<file path="src/rtl/micro_sched.sv">
// micro_sched: round-robin arbiter between two micro-op requesters that drives
// the shared decoder for a class-dependent number of cycles.
module micro_sched #(
    parameter int A_CYCLES = 2,
    parameter int L_CYCLES = 3,
    parameter int B_CYCLES = 1
) (
    input  logic       i_clk,
    input  logic       i_rst,
    input  logic [1:0] i_req,
    input  logic [3:0] i_code0,
    input  logic [3:0] i_code1,
    output logic [1:0] o_gnt,
    output logic [1:0] o_done,
    output logic       o_en,
    output logic [3:0] o_code,
    output logic [1:0] o_cls,
    output logic       o_busy,
    output logic [1:0] o_state
);

    localparam logic [1:0] CLS_NOP = 2'b00;
    localparam logic [1:0] CLS_A   = 2'b01;
    localparam logic [1:0] CLS_L   = 2'b10;
    localparam logic [1:0] CLS_B   = 2'b11;

    function automatic logic [2:0] clamp_len(input int cycles);
        if (cycles <= 0) return 3'd1;
        if (cycles > 7)  return 3'd7;
        return 3'(cycles);
    endfunction

    localparam logic [2:0] A_LEN = clamp_len(A_CYCLES);
    localparam logic [2:0] L_LEN = clamp_len(L_CYCLES);
    localparam logic [2:0] B_LEN = clamp_len(B_CYCLES);

    function automatic logic [1:0] classify(input logic [3:0] code);
        case (code)
            4'b1010, 4'b1011, 4'b1100:          return CLS_A;
            4'b0011, 4'b0100, 4'b0010, 4'b1110: return CLS_L;
            4'b1111:                            return CLS_B;
            default:                            return CLS_NOP;
        endcase
    endfunction

    function automatic logic [2:0] len_of(input logic [1:0] cls);
        case (cls)
            CLS_A:   return A_LEN;
            CLS_L:   return L_LEN;
            CLS_B:   return B_LEN;
            default: return 3'd1;
        endcase
    endfunction

    typedef enum logic [1:0] {
        ST_IDLE = 2'd0,
        ST_EXEC = 2'd1,
        ST_DONE = 2'd2
    } state_t;

    state_t     state;
    state_t     state_next;
    logic       owner;
    logic       last_served;
    logic [3:0] code_q;
    logic [1:0] cls_q;
    logic [2:0] cnt;

    logic       win;
    logic [3:0] win_code;
    logic [1:0] win_cls;
    logic [2:0] win_len;

    logic [1:0] gnt_next;
    logic [1:0] done_next;
    logic       en_next;
    logic [3:0] code_next;
    logic [1:0] cls_next;
    logic       busy_next;

    // Handshake: a requester holds i_req[n] and its code until it sees o_gnt[n];
    // requests are only sampled in IDLE, and the code is captured in that cycle.
    always_comb begin
        win = 1'b0;
        case (i_req)
            2'b10:   win = 1'b1;
            2'b11:   win = ~last_served;
            default: win = 1'b0;
        endcase
        win_code = win ? i_code1 : i_code0;
        win_cls  = classify(win_code);
        win_len  = len_of(win_cls);
    end

    always_comb begin
        state_next = state;
        case (state)
            ST_IDLE: if (|i_req) state_next = ST_EXEC;
            ST_EXEC: if (cnt <= 3'd1) state_next = ST_DONE;
            ST_DONE: state_next = ST_IDLE;
            default: state_next = ST_IDLE;
        endcase
    end

    // Next values of the registered outputs, so nothing reaches a port combinationally.
    always_comb begin
        gnt_next  = 2'b00;
        done_next = 2'b00;
        en_next   = 1'b0;
        code_next = 4'b0000;
        cls_next  = CLS_NOP;
        busy_next = (state_next != ST_IDLE);
        if (state_next == ST_EXEC) begin
            en_next = 1'b1;
            if (state == ST_IDLE) begin
                gnt_next  = win ? 2'b10 : 2'b01;
                code_next = win_code;
                cls_next  = win_cls;
            end else begin
                code_next = code_q;
                cls_next  = cls_q;
            end
        end
        if (state_next == ST_DONE) begin
            done_next = owner ? 2'b10 : 2'b01;
        end
    end

    always_ff @(posedge i_clk) begin
        if (i_rst) begin
            state       <= ST_IDLE;
            owner       <= 1'b0;
            last_served <= 1'b1;
            code_q      <= 4'b0000;
            cls_q       <= CLS_NOP;
            cnt         <= 3'd0;
            o_gnt       <= 2'b00;
            o_done      <= 2'b00;
            o_en        <= 1'b0;
            o_code      <= 4'b0000;
            o_cls       <= CLS_NOP;
            o_busy      <= 1'b0;
        end else begin
            state  <= state_next;
            o_gnt  <= gnt_next;
            o_done <= done_next;
            o_en   <= en_next;
            o_code <= code_next;
            o_cls  <= cls_next;
            o_busy <= busy_next;
            if (state == ST_IDLE && (|i_req)) begin
                owner  <= win;
                code_q <= win_code;
                cls_q  <= win_cls;
                cnt    <= win_len;
            end
            if (state == ST_EXEC) begin
                if (cnt > 3'd1) begin
                    cnt <= cnt - 3'd1;
                end else begin
                    // Fairness pointer moves only when an op actually completes.
                    last_served <= owner;
                    cnt         <= 3'd0;
                end
            end
        end
    end

    assign o_state = state;

endmodule

</file>
<file path="config.mk">
export PLATFORM = sky130hd
export DESIGN_NAME = micro_sched
export DESIGN_NICKNAME = d
export VERILOG_FILES = /design/src/rtl/micro_sched.sv
export SDC_FILE = /design/constraint.sdc
export NUM_CORES = 1
export LEC_CHECK = 0
export CORE_UTILIZATION = 45
export DETAILED_ROUTE_END_ITERATION = 8
export PLACE_DENSITY_LB_ADDON = 0.15
export REMOVE_ABC_BUFFERS = 1
export SKIP_LAST_GASP = 1
export SYNTH_ARGS = -nofsm -noshare
export SYNTH_HDL_FRONTEND = slang
export SYNTH_SLANG_ARGS = --single-unit
</file>
<file path="constraint.sdc">
create_clock -name i_clk -period 3.75 [get_ports i_clk]
set_clock_uncertainty 0.15 [all_clocks]
set_input_delay 0.375 -clock i_clk [delete_from_list [all_inputs] [get_ports i_clk]]
set_output_delay 0.375 -clock i_clk [all_outputs]
set_load 0.05 [all_outputs]
</file>
# Word level (Yosys, flattened, before mapping)
# Memory sizes are Yosys's and may differ from the RTL's.
# Index checks and enable logic that the tools add are counted.
# W data, S select, Z words.
dict set report op_classes {
  order_cmp 2
  reduce_logical 9
  n_addsub 1
  n_bitwise 5
  n_mux 14
  n_eq_ne 7
}
# operator n
set ops {}
lappend ops {{$mux W2} 5}
lappend ops {{$mux W3} 3}
lappend ops {{$eq A2 B2 Y1 const B} 4}
lappend ops {{$mux W4} 2}
lappend ops {{$pmux W2 S2} 2}
lappend ops {{$eq A2 B1 Y1 const B} 3}
lappend ops {{$reduce_or A2 Y1} 3}
lappend ops {{$not A1 Y1} 5}
lappend ops {{$reduce_bool A2 Y1} 2}
lappend ops {{$gt A3 B1 Y1 const B} 1}
lappend ops {{$le A3 B1 Y1 const B} 1}
lappend ops {{$reduce_or A3 Y1} 1}
lappend ops {{$sub A3 B1 Y3 const B} 1}
lappend ops {{$logic_not A2 Y1} 1}
lappend ops {{$pmux W1 S2} 1}
lappend ops {{$reduce_and A2 Y1} 1}
lappend ops {{$logic_and A1 B1 Y1} 1}
lappend ops {{$mux W1} 1}
dict set report word_totals {
  n_memories 1
  elab_cells 51
  rom_bits 32
  register_bits 25
  output_inout_bits 14
  in_bits 12
}
# name words word_bits rd rd_clocked_by_memory_dff write_ports line
set memory_table {}
lappend memory_table {{(no name shown)} 16 2 1 0 0 38} ;# case (code)

# Longest topological paths before layout
# Gate-level depths: netlist of run 1.
# An unclocked memory read counts as a cell.
dict set report logic_depth {
  ltp_word 8
  mapped_depth 12
  depth_no_buf 11
}

# Worst setup path before layout of run 1
# Ideal clock, no wire load.
dict set report synth_path {
  path_type {input-to-reg}
  start {input i_req[1]}
  end {register cnt[1]}
  arrival_ps 2350
  path_stages 12
  path_slack_ps 1117
  required_time_ps 3467
  path_cell_list {a21boi_1 buf_2 mux2i_1 ha_1 nand2b_1 a21oi_1 a32oi_1 inv_1 ha_1 inv_1 a221oi_1 a211oi_1}
}
dict set report synth_between {
  elab_chain_cells 8
  word_cells_on_any_way 13
  classes_between {4 x eq/ne; 5 x mux; 3 x reduce/logical; 1 x memory}
}
# item line
set synth_rtl {}
lappend synth_rtl {{start: declaration} 10} ;# input logic [1:0] i_req,
lappend synth_rtl {{$eq A2 B2 Y1} 85} ;# case (i_req)
lappend synth_rtl {{$pmux W1 S2 (*)} 85}
lappend synth_rtl {{$mux W4 (*)} 90} ;# win_code = win ? i_code1 : i_code0;
lappend synth_rtl {{$mem_v2 Z16 W2 (*)} -}
lappend synth_rtl {{via win_cls[0]} 71} ;# logic [1:0] win_cls;
lappend synth_rtl {{$eq A2 B2 Y1 / $eq A2 B1 Y1 (equally long branches)} 47} ;# case (cls)
lappend synth_rtl {{$pmux W2 S2 (*)} 47}
lappend synth_rtl {{$mux W3 (*)} 151} ;# if (state == ST_IDLE && (|i_req)) begin
lappend synth_rtl {{$mux W3 (*)} 157} ;# if (state == ST_EXEC) begin
lappend synth_rtl {{end signal: assignment} 155} ;# cnt <= win_len;
lappend synth_rtl {{end signal: assignment} 159} ;# cnt <= cnt - 3'd1;
lappend synth_rtl {{end: declaration} 67} ;# logic [2:0] cnt;
# Mark *: on every way through the listed nets, which the timed path passes. The rest lies on a longest branch. The select of a mux whose other input is x is not followed.
# A chain may end at the register's enable or synchronous reset.

# Final worst setup path of run 1
# Same ends and word-level chain as after synthesis.

==> flow_summary.toml, run 1 <==
[sta]
rsz0062_at_grt = "no"
hold_viol_final = 0
max_freq_ghz = 0.3392
post-route-period-util = 0.7862
hold_ws_ns = 0.3253
fin_tns_setup_ns = 0
tightest_slew_ns = 0.7235
finalMaxSlewViolations = 0
slew_headroom = 0.5162
fin_ws_ns = 0.8019
finalSetupViolations = 0
fin_crit_ns = 2.948

[yosys]
synth.avg_cell_area_sq_um = 9.501
syn_inst = 118
synth_top_family_by_area = "compound AO/OA/AOI/OAI gates"
synth_compound_area_frac = 0.2176
synth_edf_count = 0
yosysTopAreaCellShare = 0.4464
ys_warn_count = 0
synth_area_leader_cell = "dfxtp_1"
yosys_register_bits = 25
seq_area_frac_synth = 0.4464
syn_area_sq_um = 1121
synth-adder-area-share = 0.04464
yosys.area_share.xor_xnor = 0.01563
synth_cell_types = 36
ys_async_sr_fraction = 0
synth_flop_cell = "dfxtp_1"
synth_mux_area_frac = 0.03571
synth-simple-area-share = 0.1730
synthTopCellsByArea = "dfxtp_1 45%, nor2_1 5.7%, a211oi_2 5.6%, ha_1 4.5%, a211oi_1 4.0%"

[clocking]
clkSlewWorstSetupHoldPaths_ns = 0.15
clk_latency_ns = 0.32
cts_resized = 0
cts.sinks = 25
cts_buffers = 3
h-tree-depth = 1
holdBufCountCts = 0
post_cts_buffers = 0
cts_root_buf = "clkbuf_4"
clock_path_buffers = 2
tritoncts = "done"

[global_route]
grt_pass1_wl_microns = 3629
grt_use_total = 0.1828
grt_max_degree = 21
grt_pass1_vias = 853
antenna_found_initial = 0
grt_overflow = 0

[floorplanning]
core_area_sq_um = 2276
die-area_sq_um = 2695
die_h_microns = 51.91
die_width_microns = 51.91
start_util = 0.4926
ios = 26
fp-row-count = 17

[flow_run]
drv_cap = 0

[finish]
fin_nets = 160
drive_gt1_frac = 0.1049
n_fill_cell = 198
final_cell_mix = "25 x dfxtp_1, 25 x clkdlybuf4s50_1, 17 x nor2_1"
n_antenna_cell = 0
regArea_sq_um = 500.5
multi_input_area_sq_um = 545.5
area_growth_pct = 26.45

[placed_design]
place_congestion = 0.9338
port_buffers = 25
detailed_place_hpwl_microns = 1641
dp_slack_ns = 0.4516

[worst_setup_path]
arrival_ns = 2.99
critPathLaunchType = "input port"
end_kind = "flop"
path_max_fanout = 3
critical_path_class = "in2reg"
cp.required_ns = 3.79

[power]
leakage_nw = 0.5576
irDropWorstVdd_v = 0.0003710
p_per_area_nw_per_um2 = 632.8

[detailed_routing]
drtIter0Drc = 12
drtPass1Iterations = 4
wl_per_cell_microns = 12.93
via_count = 894
routed_wl_microns = 2211
route.detailed.drc = 0
viasPerCell = 5.228
antenna_left = 0

[worst_hold_path]
min_path_type = "reg2reg"

[run_status]
outcome = "finished clean"
-- power breakdown --
part           switching (W)  internal [W]
sequential         0.0000286      0.000324
clock              0.0000843     0.0000407
combinational       0.000265      0.000154
-- final cells by class --
class,instances,area share
clock buffers,3,0.01589
clock inverters,1,0.005296
inverters,11,0.02913
multi-input cells,76,0.3848
flip-flops and latches,25,0.3530
well taps,28,0.02471
repair buffers,27,0.1871
-- logic make-up after synthesis --
| kind of cell | count (synthesis) |
|---|---|
| AO/OA/AOI/OAI | 30 |
| adder cells (fa/ha/maj) | 4 |
| XOR/XNOR | 2 |
| AND/OR/NAND/NOR | 36 |
| flip-flops | 25 |
| buffers and inverters | 17 |
| multiplexers | 4 |
-- registers in the layout (all words and copies together), names as in the netlist --
| signal | cells |
|---|---|
| cls_q | 2 |
| last_served | 1 |
| code_q | 4 |
| o_en | 1 |
| o_done | 2 |
| cnt | 3 |
| o_busy | 1 |
| o_code | 4 |
| o_cls | 2 |
| o_gnt | 2 |
| owner | 1 |
| o_state | 2 |
-- metal layers --
metal	up-vias	GRT usage	share of wire
li1	459	-	-
met1	416	0.1996	0.44
met2	17	0.3376	0.51
met3	2	0.02924	0.035
met4	0	0.08559	0.0068
met5	-	0	0
-- through the flow --
stage / instance area (sq um) / cells / util / power [W]
2_1_floorplan: 1087 / 112 / - / 0.0006508
3_3_place_gp: 1388 / 167 / 0.6097 / 0.0007705
3_5_place_dp: 1388 / 167 / 0.6097 / 0.0007808
4_1_cts: 1418 / 171 / 0.6229 / 0.0009055
5_1_grt: 1418 / 171 / 0.6229 / 0.0009570
6_report: 1418 / 171 / 0.6229 / 0.0008970
-- worst max-delay path, stage by stage --
cell and delay, ns:
clkdlybuf4s50_1 0.46, a21boi_1 0.40, mux2i_1 0.38, ha_1 0.20, nand2b_1 0.10, a21oi_1 0.06, a32oi_1 0.28, inv_1 0.08
ha_1 0.28, inv_1 0.03, a221oi_1 0.25, a211oi_1 0.08
-- path summary, 6_finish.rpt --
path,from,to,slack (ns),depth (start not counted)
setup / recovery,i_req[1],cnt[1]$_SDFFE_PP0P_,0.80,12
hold / removal,owner$_SDFFE_PP0P_,o_done[0]$_SDFF_PP0_,0.33,1
setup reg to reg,last_served$_SDFFE_PP1P_,cnt[1]$_SDFFE_PP0P_,1.01,11
hold reg to reg,owner$_SDFFE_PP0P_,o_done[0]$_SDFF_PP0_,0.33,1
-- synth_stat cells, types with 2 or more instances --
master	n
a211oi_1	6
a211oi_2	5
a21oi_1	5
buf_2	3
clkbuf_1	2
dfxtp_1	25
ha_1	4
inv_1	11
mux2i_1	4
nand2_1	4
nand2b_1	2
nand3_1	2
nand3b_1	2
nor2_1	17
nor3_1	3
o21ai_0	2
xnor2_1	2
Note: power is estimated with default switching activity, not from simulation.
==> run 2: changes to the inputs <==
--- a/config.mk
+++ b/config.mk
@@ -5,7 +5,7 @@
 export SDC_FILE = /design/constraint.sdc
 export NUM_CORES = 1
 export LEC_CHECK = 0
-export CORE_UTILIZATION = 45
+export CORE_UTILIZATION = 43
 export DETAILED_ROUTE_END_ITERATION = 8
 export PLACE_DENSITY_LB_ADDON = 0.15
 export REMOVE_ABC_BUFFERS = 1
==> constraint.sdc (replaced) <==
create_clock -name i_clk -period 2.4 [get_ports i_clk]
set_clock_uncertainty 0.15 [all_clocks]
set_input_delay 0.24 -clock i_clk [delete_from_list [all_inputs] [get_ports i_clk]]
set_output_delay 0.24 -clock i_clk [all_outputs]
set_load 0.05 [all_outputs]
==> run 2 against run 1 <==
Net effect: critical path depth rose by 1; register-to-register slack worse by 0.94 ns; combinational power increased by 74%; die area up 4.5%; via count up 6.5%; core utilization up 0.59 points; cell count rose by 6.4%.
==> flow_summary.toml, run 2 (synthesis gave the netlist of run 1 again) <==
[floorplanning]
ios = 26
die-area_sq_um = 2815
start_util = 0.4525
core_area_sq_um = 2477
die_width_microns = 53.06
die_h_microns = 53.06
fp-row-count = 18

[clocking]
clkSlewWorstSetupHoldPaths_ns = 0.15
tritoncts = "done"
h-tree-depth = 1
clk_latency_ns = 0.32
holdBufCountCts = 0
cts.sinks = 25
cts_buffers = 3
cts_root_buf = "clkbuf_4"
clock_path_buffers = 2

[sta]
max_freq_ghz = 0.4267
finalSetupViolations = 0
hold_viol_final = 0
tightest_slew_ns = 0.4961
rsz0062_at_grt = "yes"
fin_ws_ns = 0.05641
slew_headroom = 0.6683
post-route-period-util = 0.9765
fin_crit_ns = 2.344
hold_ws_ns = 0.3174
finalMaxSlewViolations = 0

[finish]
utilization = 0.6288
top_regs = "code_q (4), o_code (4), cnt (3)"
fin_nets = 169
n_fill_cell = 218
drive_gt1_frac = 0.2237
n_antenna_cell = 0
final_cell_mix = "24 x dfxtp_1, 24 x clkdlybuf4s50_1, 17 x nor2_1"
area_growth_pct = 38.95
final_area_sq_um = 1558
final-instance-count-excl-fill = 182

[power]
internal_power_w = 0.0008574
pwr-share-clk = 0.133
pwr-share-seq = 0.375
swShare = 0.4202
leakage_nw = 0.6126
irDropWorstVdd_v = 0.0007115
p_sw_w = 0.0006215
combPwrFrac = 0.492
p_per_area_nw_per_um2 = 949.4

[placed_design]
place_congestion = 0.9453
dp_slack_ns = -0.4978
detailed_place_hpwl_microns = 1811
place_inst = 176
dpl_cell_area_sq_um = 1443
port_buffers = 25

[global_route]
grt_max_degree = 20
grt_use_total = 0.2058
antenna_found_initial = 0
grt_pass1_wl_microns = 4112
grt_pass1_vias = 953
grt_overflow = 0

[worst_setup_path]
r2r_setup_slack_ns = 0.07
path_max_fanout = 4
cp.required_ns = 2.48
crit_buf_inv = 4
crit_chain = "clkdlybuf4s50_1 -> a21boi_2 -> buf_6 -> mux2i_4 -> ha_4 -> nand2b_4 -> a21oi_2 -> a32oi_2 -> inv_1 -> ha_1 -> inv_2 -> a221oi_2 -> a211oi_1"
slowest_stage = "clkdlybuf4s50_1"
critPathLaunchType = "input port"
end_kind = "flop"
crit_family = "buffers and inverters"
arrival_ns = 2.42
critical_path.max_stage_delay_ns = 0.43
critical_path_class = "in2reg"

[detailed_routing]
drtPass1Iterations = 4
drtIter0Drc = 11
routed_wl_microns = 2519
antenna_left = 0
via_count = 952
viasPerCell = 5.231
wl_per_cell_microns = 13.84
route.detailed.drc = 0

[flow_run]
drv_cap = 0

[run_status]
outcome = "finished clean"

[worst_hold_path]
min_path_type = "reg2reg"
run 2: changes by cell type in the layout (fill, tap and decap cells not counted), sizes merged:
cell	previous run	this run
buf	2	11
clkdlybuf4s50	25	24
dlygate4sd2	0	1
run 2: final timing paths:
kind | startpoint | end | depth (start not counted)
max | i_req[0] | cnt[1]$_SDFFE_PP0P_ | 13
min | owner$_SDFFE_PP0P_ | o_done[0]$_SDFF_PP0_ | 1
max reg2reg | last_served$_SDFFE_PP1P_ | cnt[1]$_SDFFE_PP0P_ | 12
min reg2reg | owner$_SDFFE_PP0P_ | o_done[0]$_SDFF_PP0_ | 1
run 2: layout make-up:
class | instances | area, sq um | area share
clock buffers | 3 | 22.52 | 0.01446
clock inverters | 1 | 7.507 | 0.004819
inverters | 11 | 41.29 | 0.02651
multi-input cells | 76 | 611.8 | 0.3928
flip-flops and latches | 25 | 501.7 | 0.3221
well taps | 30 | 37.54 | 0.02410
repair buffers | 36 | 335.3 | 0.2153
run 2: power by group through the flow:
stage          Combinational, W  Sequential (W)  Clock [W]
2_1_floorplan          0.000289        0.000728          0
3_3_place_gp           0.000665        0.000560          0
3_5_place_dp           0.000682        0.000564          0
4_1_cts                0.000705        0.000555   0.000202
5_1_grt                0.000782        0.000567   0.000216
6_report               0.000727        0.000555   0.000197
run 2: routing by layer:
layer	vias up	routed length, microns	track usage
li1	480	-	-
met1	446	1131	0.2333
met2	24	1280	0.3692
met3	2	83	0.02586
met4	0	23	0.1096
met5	-	0	0
run 2: repair_timing:
item	4_1_cts	5_1_grt
gates resized for setup	7	7
endpoints found under the setup margin	1	1
pin swaps	5	7
setup buffers	1	1
run 2: metrics by stage:
step	setup TNS, ns	total power, W
final	0	0.001479
after global routing	-0.06671	0.001564
after CTS	0	0.001462
after global placement	-0.4774	0.001225
after detailed placement	-1.223	0.001246
after floorplan	-0.5711	0.001017
==> run 3: changes to the inputs <==
--- a/config.mk
+++ b/config.mk
@@ -5,8 +5,10 @@
 export SDC_FILE = /design/constraint.sdc
 export NUM_CORES = 1
 export LEC_CHECK = 0
+export CAP_MARGIN = 20
 export CORE_UTILIZATION = 43
 export DETAILED_ROUTE_END_ITERATION = 8
+export GPL_TIMING_DRIVEN = 0
 export PLACE_DENSITY_LB_ADDON = 0.15
 export REMOVE_ABC_BUFFERS = 1
 export SKIP_LAST_GASP = 1
==> run 3 against run 2 <==
Net effect: critical path depth down 2; the flow now finishes with violations (setup timing); wire length shrank 5.7%; first-iteration DRC count grew 64%.
==> flow_summary.toml, run 3 (synthesis gave the netlist of run 1 again) <==
[detailed_routing]
drtIter0Drc = 18
viasPerCell = 5.320
wl_per_cell_microns = 13.35
routed_wl_microns = 2376
route.detailed.drc = 0
via_count = 947
antenna_left = 0
drtPass1Iterations = 4

[clocking]
clk_latency_ns = 0.31
tritoncts = "done"
holdBufCountCts = 0
clock_path_buffers = 2
cts_root_buf = "clkbuf_4"
clkSlewWorstSetupHoldPaths_ns = 0.14
cts_buffers = 3
cts.sinks = 25
h-tree-depth = 1

[worst_setup_path]
rr_worst_depth = 11
r2r-end = "cnt[1]$_SDFFE_PP0P_"
end_kind = "flop"
arrival_ns = 2.50
critical_path_class = "reg2reg"
r2r_setup_slack_ns = -0.07
path_max_fanout = 4
critPathLaunchType = "flop"
cp.required_ns = 2.43
rr_startpoint = "last_served$_SDFFE_PP1P_"

[power]
total_power_w = 0.001439
pwr-share-clk = 0.129
p_per_area_nw_per_um2 = 942.5
internal_power_w = 0.0008359
irDropWorstVdd_v = 0.0006120
combPwrFrac = 0.483
p_sw_w = 0.0006027
swShare = 0.4190
leakage_nw = 0.6191
pwr-share-seq = 0.388

[global_route]
grt_overflow = 0
grt_pass1_wl_microns = 3877
grt_max_degree = 21
grt_pass1_vias = 920
antenna_found_initial = 0
grt_use_total = 0.1918

[sta]
hold_viol_final = 0
max_freq_ghz = 0.4056
finalMaxSlewViolations = 0
fin_ws_ns = -0.06520
finalSetupViolations = 1
slew_headroom = 0.3080
tightest_slew_ns = 1.034
post-route-period-util = 1.027
fin_crit_ns = 2.465
rsz0062_at_grt = "yes"

[finish]
n_fill_cell = 210
final_area_sq_um = 1526
utilization = 0.6162
n_antenna_cell = 0
final_cell_mix = "24 x dfxtp_1, 23 x clkdlybuf4s50_1, 17 x nor2_1"
mostFrequentLayoutCell = "dfxtp_1"
fin_nets = 165
area_growth_pct = 36.16
top_regs = "code_q (4), o_code (4), cnt (3)"
drive_gt1_frac = 0.1959

[placed_design]
port_buffers = 25
dpl_cell_area_sq_um = 1375
place_congestion = 0.8254
dp_slack_ns = -1.374
detailed_place_hpwl_microns = 1635

[worst_hold_path]
worstHoldStart = "i_req[1]"
holdPathStages = 4
hold_end = "o_busy$_SDFF_PP0_"
min_path_type = "in2reg"

[floorplanning]
start_util = 0.4525
die_h_microns = 53.06
fp-row-count = 18
ios = 26
die-area_sq_um = 2815
core_area_sq_um = 2477
die_width_microns = 53.06

[run_status]
violations = "setup timing"
outcome = "complete, but fails checks"

[flow_run]
drv_cap = 0
## run 3: layout make-up
type                       instances  area, sq um  area share
clock buffer                       3        22.52     0.01475
clock inverter                     1        5.005    0.003279
inverter                          11        41.29     0.02705
multi-input combinational         76        610.6      0.4000
sequential                        25        501.7      0.3287
tap                               30        37.54     0.02459
timing repair buffer              32        307.8      0.2016
## run 3: what timing repair did
| action | 4_1_cts | 5_1_grt |
|---|---|---|
| gates resized for setup | 8 | 5 |
| hold endpoints to repair | 0 | 0 |
| setup endpoints to repair | 6 | 2 |
| gates cloned | 0 | 0 |
| buffers inserted | 6 | 1 |
| pin swaps | 3 | 3 |
## run 3: critical path, cell delays in order (launching register included)
cell	delay [ns]
dfxtp_2	0.36
a21boi_4	0.25
mux2i_2	0.33
ha_4	0.18
nand2b_4	0.12
a21oi_2	0.06
a32oi_2	0.20
inv_1	0.07
ha_1	0.27
inv_1	0.04
a221oi_2	0.23
a211oi_1	0.07
## run 3: power groups by stage
| stage | clock network (W) | logic, W | registers, W |
|---|---|---|---|
| 2_1_floorplan | 0 | 0.000289 | 0.000728 |
| 3_3_place_gp | 0 | 0.000627 | 0.000560 |
| 3_5_place_dp | 0 | 0.000639 | 0.000565 |
| 4_1_cts | 0.000197 | 0.000682 | 0.000558 |
| 5_1_grt | 0.000209 | 0.000747 | 0.000570 |
| 6_report | 0.000186 | 0.000695 | 0.000558 |
## run 3: worst max-delay path by stage
| stage | start | to | slack (ns) | depth (start not counted) |
|---|---|---|---|---|
| CTS | i_req[1] | cnt[1]$_SDFFE_PP0P_ | -0.09 | 12 |
| detailed placement | i_req[1] | cnt[1]$_SDFFE_PP0P_ | -1.37 | 12 |
| global placement | i_req[1] | cnt[1]$_SDFFE_PP0P_ | -1.25 | 12 |
| finish | last_served$_SDFFE_PP1P_ | cnt[1]$_SDFFE_PP0P_ | -0.07 | 11 |
| floorplan | last_served$_SDFFE_PP1P_ | cnt[1]$_SDFFE_PP0P_ | -0.39 | 11 |
| global route | last_served$_SDFFE_PP1P_ | cnt[1]$_SDFFE_PP0P_ | -0.12 | 11 |
## run 3: layer usage
layer,vias up,part of all wire,GRT usage
li1,473,-,-
met1,446,0.46,0.2277
met2,24,0.48,0.3312
met3,4,0.046,0.03736
met4,0,0.015,0.08333
met5,-,0,0
## run 3: per-stage QoR
stage	hold slack [ns]	setup TNS, ns	instances
after floorplan	0.1591	-0.5711	112
after global placement	0.3038	-4.621	167
after detailed placement	0.3067	-5.290	167
after CTS	0.3329	-0.09075	177
after global routing	0.3556	-0.1536	178
final	0.3166	-0.06520	178
